## src/rtl/wb_stage.sv

```systemverilog
// wb_stage: writeback stage directly downstream of the memory stage.
// Holds the pipeline while a Dcache load or store is outstanding. Results go
// to the register file through a registered write port, and a watchdog flags
// a Dcache access that never completes.
// Optional feature: define WB_FORWARD_EN to add the fwd_valid/fwd_rd/fwd_data
// bypass outputs for the execute stage.
module wb_stage #(
    parameter int XLEN           = 64,
    parameter int REG_ADDR_WIDTH = 5,
    parameter int TIMEOUT_CYCLES = 1024
) (
    input  logic                      clk,
    input  logic                      reset,
    input  logic                      is_bubble,
    input  logic                      in_is_load,
    input  logic                      in_is_store,
    input  logic                      in_rd_we,
    input  logic [REG_ADDR_WIDTH-1:0] in_rd,
    input  logic [XLEN-1:0]           ex_data,
    input  logic [XLEN-1:0]           mem_ex_rdata,
    input  logic                      dcache_valid,
    input  logic                      write_done,
    output logic                      stall,
    output logic                      wb_en,
    output logic [REG_ADDR_WIDTH-1:0] wb_rd,
    output logic [XLEN-1:0]           wb_data,
    output logic                      retire,
    output logic                      wb_timeout_err
`ifdef WB_FORWARD_EN
    ,
    output logic                      fwd_valid,
    output logic [REG_ADDR_WIDTH-1:0] fwd_rd,
    output logic [XLEN-1:0]           fwd_data
`endif
);

    localparam int CNT_W = (TIMEOUT_CYCLES > 1) ? $clog2(TIMEOUT_CYCLES) : 1;
    localparam logic [CNT_W-1:0] CNT_LAST = CNT_W'(TIMEOUT_CYCLES - 1);

    typedef enum logic [1:0] {
        IDLE       = 2'd0,
        WAIT_LOAD  = 2'd1,
        WAIT_STORE = 2'd2
    } state_t;

    state_t                    state_q, state_d;
    logic                      wb_en_q, wb_en_d;
    logic [REG_ADDR_WIDTH-1:0] wb_rd_q, wb_rd_d;
    logic [XLEN-1:0]           wb_data_q, wb_data_d;
    logic                      retire_q, retire_d;
    logic                      err_q, err_d;
    logic [CNT_W-1:0]          cnt_q, cnt_d;
    logic [REG_ADDR_WIDTH-1:0] rd_lat_q, rd_lat_d;
    logic                      we_lat_q, we_lat_d;

    logic valid_in;
    logic is_store;
    logic is_load;
    logic in_wr;

    // A load+store combination is treated as a store; x0 writes are dropped.
    always_comb begin
        valid_in = !is_bubble;
        is_store = in_is_store;
        is_load  = in_is_load && !in_is_store;
        in_wr    = in_rd_we && (in_rd != '0);
    end

    // Next-state, writeback and watchdog logic; stall is combinational.
    always_comb begin
        state_d   = state_q;
        wb_en_d   = 1'b0;
        retire_d  = 1'b0;
        wb_rd_d   = wb_rd_q;
        wb_data_d = wb_data_q;
        err_d     = err_q;
        cnt_d     = cnt_q;
        rd_lat_d  = rd_lat_q;
        we_lat_d  = we_lat_q;
        stall     = 1'b0;

        case (state_q)
            IDLE: begin
                if (valid_in) begin
                    if (is_store) begin
                        if (write_done) begin
                            retire_d = 1'b1;
                        end else begin
                            state_d = WAIT_STORE;
                            cnt_d   = '0;
                            stall   = 1'b1;
                        end
                    end else if (is_load) begin
                        if (dcache_valid) begin
                            retire_d = 1'b1;
                            wb_en_d  = in_wr;
                            if (in_wr) begin
                                wb_rd_d   = in_rd;
                                wb_data_d = mem_ex_rdata;
                            end
                        end else begin
                            state_d  = WAIT_LOAD;
                            cnt_d    = '0;
                            rd_lat_d = in_rd;
                            we_lat_d = in_wr;
                            stall    = 1'b1;
                        end
                    end else begin
                        retire_d = 1'b1;
                        wb_en_d  = in_wr;
                        if (in_wr) begin
                            wb_rd_d   = in_rd;
                            wb_data_d = ex_data;
                        end
                    end
                end
            end
            WAIT_LOAD, WAIT_STORE: begin
                // Watchdog saturates at its last value; the error is sticky.
                if (cnt_q == CNT_LAST) begin
                    err_d = 1'b1;
                end else begin
                    cnt_d = cnt_q + CNT_W'(1);
                end
                if (state_q == WAIT_LOAD) begin
                    stall = !dcache_valid;
                    if (dcache_valid) begin
                        state_d  = IDLE;
                        retire_d = 1'b1;
                        wb_en_d  = we_lat_q;
                        if (we_lat_q) begin
                            wb_rd_d   = rd_lat_q;
                            wb_data_d = mem_ex_rdata;
                        end
                    end
                end else begin
                    stall = !write_done;
                    if (write_done) begin
                        state_d  = IDLE;
                        retire_d = 1'b1;
                    end
                end
            end
            default: begin
                state_d = IDLE;
            end
        endcase
    end

    // State and registered outputs; reset abandons any outstanding access.
    always_ff @(posedge clk or negedge reset) begin
        if (!reset) begin
            state_q   <= IDLE;
            wb_en_q   <= 1'b0;
            wb_rd_q   <= '0;
            wb_data_q <= '0;
            retire_q  <= 1'b0;
            err_q     <= 1'b0;
            cnt_q     <= '0;
            rd_lat_q  <= '0;
            we_lat_q  <= 1'b0;
        end else begin
            state_q   <= state_d;
            wb_en_q   <= wb_en_d;
            wb_rd_q   <= wb_rd_d;
            wb_data_q <= wb_data_d;
            retire_q  <= retire_d;
            err_q     <= err_d;
            cnt_q     <= cnt_d;
            rd_lat_q  <= rd_lat_d;
            we_lat_q  <= we_lat_d;
        end
    end

    assign wb_en          = wb_en_q;
    assign wb_rd          = wb_rd_q;
    assign wb_data        = wb_data_q;
    assign retire         = retire_q;
    assign wb_timeout_err = err_q;

`ifdef WB_FORWARD_EN
    // Bypass taps mirror the register-file write port in the same cycle.
    assign fwd_valid = wb_en_q;
    assign fwd_rd    = wb_rd_q;
    assign fwd_data  = wb_data_q;
`endif

endmodule

```

## config.mk

```make
export PLATFORM = sky130hd
export DESIGN_NAME = wb_stage
export DESIGN_NICKNAME = d
export VERILOG_FILES = /design/src/rtl/wb_stage.sv
export SDC_FILE = /design/constraint.sdc
export NUM_CORES = 1
export LEC_CHECK = 0
export ABC_AREA = 1
export BUFFER_PORTS_ARGS = -buffer_cell sky130_fd_sc_hd__clkbuf_2
export CAP_MARGIN = 20
export CORE_ASPECT_RATIO = 0.6
export CORE_MARGIN = 10
export CORE_UTILIZATION = 29
export CTS_CLUSTER_SIZE = 28
export DETAILED_ROUTE_END_ITERATION = 12
export SLEW_MARGIN = 20
export SYNTH_ARGS = -nofsm -noshare
export SYNTH_HDL_FRONTEND = slang
export SYNTH_SLANG_ARGS = --single-unit
```

## constraint.sdc

```tcl
create_clock -name clk -period 1.55 [get_ports clk]
set_input_delay 0.31 -clock clk [delete_from_list [all_inputs] [get_ports clk]]
set_output_delay 0.31 -clock clk [all_outputs]
set_load 0.05 [all_outputs]
```

==> results.toml <==
[outcome]
status = "complete, but fails checks"
violations = "negative setup slack"

[timing]
fin_crit_ps = 2010
finalHoldViolCount = 0
rsz0062_at_grt = "true"
slew_viol_final = 0
tns_ps = -31800
worstMarginPinSlew_ps = 471
clock_skew_ps = 6.19
slew-limit-headroom = 0.685
finalWorstSetupSlack_ps = -457
finalCritPeriodShare = 1.30
fmax_mhz = 498
finalSetupViolations = 89

[clocking]
cts_sinks = 90
cts-root-buf = "clkbuf_16"
clk_latency_ps = 340
clk_path_buf_depth = 2
cts_htree_levels = 3
cts.clk_slew.worst_paths_ps = 70
cts_inserted_buffers = 9
cts_tree = "done"

[floorplan]
die_w_um = 193
start_util = 0.300
rows = 37
die_area_mm2 = 0.0239
ios = 214
coreArea_mm2 = 0.0174
die_y_um = 124

[yosys]
synth-main-ff-cell = "dfrtp_1"
avgSynthCellArea_um2 = 7.42
synth_warnings = 0
synth-seq-area-share = 0.432
async_reset_ff_frac = 1.00
yosys_register_bits = 90
netlist_area_mm2 = 0.00522
synth_area_leaders = "dfrtp_1 43%, nand2_1 24%, nand3_1 10%"
yosysMostFrequentCell = "nand2_1"
synth_top_area_cell = "dfrtp_1"
synth_edf_count = 0
synth_cells = 703
yosys.area.top_type_share = 0.432
yosysUniqueCellTypes = 27
syn_nets = 849
synth_commonest_cells = "328 x nand2_1, 108 x nand3_1, 90 x dfrtp_1, 40 x nand3_2, 29 x buf_2"

[routing]
vias = 5577
wl_per_cell_um = 17.1
ant_nets = 0
wl_um = 20600
drc = 0
drtIter0Drc = 283
routed_via_density = 4.64
drtPass1Iterations = 5

[cells_and_area]
n_fill_cell = 1729
n_antenna_cell = 0
utilization = 0.473
nets = 1111
layout.area.seq_mm2 = 0.00225
multi_input_area_mm2 = 0.00307
areaGrowthSynthToFinish_pct = 57.7
drive_above_1_share = 0.494

[worst_setup_path]
crit_arrival_ps = 1700
cp_data_required_time_ps = 1240
critPathLaunchType = "register"
r2r-end = "wb_data[7]$_DFFE_PN0P_"
r2r_slack_ps = -420
end_kind = "output port"
worstReg2RegStart = "state_q[1]$_DFFE_PN0P_"
path_class = "register to output port"
critical_path.max_fanout = 2
rr_worst_depth = 12

[global_routing]
grt_pass1_vias = 5513
grt_pass1_wl_um = 30000
antenna_found_initial = 1
globalRouteOverflowTotal = 0
grt_max_degree = 52
globalRouteTotalUtil = 0.158

[power]
power_leakage_uw = 0.00443
power_uw = 20000
irDropWorstVdd_mv = 0.960
powerDensity_mw_per_mm2 = 2430

[hold_path]
min_to = "wb_en$_DFF_PN0_"
hold_class = "input pin to register"
hp-start = "in_rd_we"
min_delay_path_depth = 3

[job]
drv_cap = 0

[place]
port_buffers = 213
place_ws_ps = -232
place.gp.congestion = 0.864
dp_hpwl_um = 13800
-- per-stage QoR --
step | instances | cell area (um^2) | hold WS (ps)
after CTS | 1189 | 7840 | 221
after global routing | 1201 | 8230 | 240
after global placement | 1148 | 6850 | 117
after floorplan | 703 | 5330 | 14.4
after detailed placement | 1148 | 6850 | 117
final | 1201 | 8230 | 231
-- final cells by class --
class                      instances  area share
clock buffer                       9      0.0274
clock inverter                     4     0.00274
timing repair buffer             296       0.276
sequential                        90       0.274
tap                              234      0.0356
multi-input combinational        546       0.374
inverter                          22      0.0109
-- critical path, stage by stage (launching register included) --
cell      delay, ps
dfrtp_1         410
inv_2            90
ha_4            130
buf_6           100
inv_4            30
nor2_4          100
o21bai_4        130
nand2_2          80
a21oi_4         140
buf_12          150
-- sequential cells by signal, summed over array words and instances, names as in the netlist --
| signal | flops |
|---|---|
| cnt_q | 10 |
| rd_lat_q | 5 |
| retire | 1 |
| state_q | 2 |
| wb_data | 64 |
| wb_en | 1 |
| wb_rd | 5 |
| wb_timeout_err | 1 |
| we_lat_q | 1 |
-- metal layers --
metal	up-vias	share of wire	track usage
met5	-	0.00063	0
met4	2	0.0077	0.0239
met3	16	0.10	0.0539
met2	231	0.41	0.231
met1	2538	0.48	0.225
li1	2790	-	-
-- kinds of logic after synthesis --
kind of cell / synth area share
DFF: 0.432
adders and majority gates: 0.0120
buffers and inverters: 0.0741
AOI/OAI and AO/OA: 0.0333
and+or+nand+nor: 0.447
xor gates and xnor gates: 0.00168
-- report_power, final --
group | switching (uW) | internal, uW | leakage (uW) | total (uW)
combinational | 8680 | 5270 | 0.00316 | 14000
sequential | 720 | 3330 | 0.00115 | 4050
clock | 907 | 1050 | 0.000123 | 1960
total | 10300 | 9650 | 0.00443 | 20000
-- what timing repair did --
item | CTS | global route
setup endpoints to repair | 90 | 91
hold buffers | 1 | 0
hold endpoints to repair | 46 | 0
cloned | 10 | 7
pin swaps | 13 | 27
setup buffers | 17 | 8
gates resized for setup | 114 | 69
-- how the worst max path moves through the flow --
stage / start / endpoint / slack, ps / depth (start not counted)
6_report: state_q[1]$_DFFE_PN0P_ / stall / -460 / 9
4_1_cts: state_q[1]$_DFFE_PN0P_ / stall / -480 / 9
5_1_grt: state_q[1]$_DFFE_PN0P_ / stall / -520 / 9
2_1_floorplan: state_q[1]$_DFFE_PN0P_ / stall / -80 / 7
3_3_place_gp: state_q[0]$_DFFE_PN0P_ / wb_data[43]$_DFFE_PN0P_ / -210 / 9
3_5_place_dp: state_q[0]$_DFFE_PN0P_ / wb_data[10]$_DFFE_PN0P_ / -230 / 10
-- cell usage in the layout (no fill, tap or decap), types with 2 or more instances in the layout --
cell type / instances
ha_1: 3
inv_1: 16
buf_6: 12
o21ai_2: 3
nand2_1: 242
ha_4: 2
buf_16: 7
buf_4: 36
nand3_1: 92
o21ai_0: 5
nand3b_1: 2
nor2_1: 11
clkbuf_2: 211
inv_2: 4
o21ai_1: 18
nand4_1: 4
nand3_4: 2
buf_8: 3
clkinv_2: 3
buf_12: 19
nand3_2: 54
or2_2: 5
nand2_2: 74
a21oi_1: 2
nand2_4: 14
nor2_4: 5
dfrtp_1: 89
clkbuf_16: 15
Power figures use the tool's default switching activity.
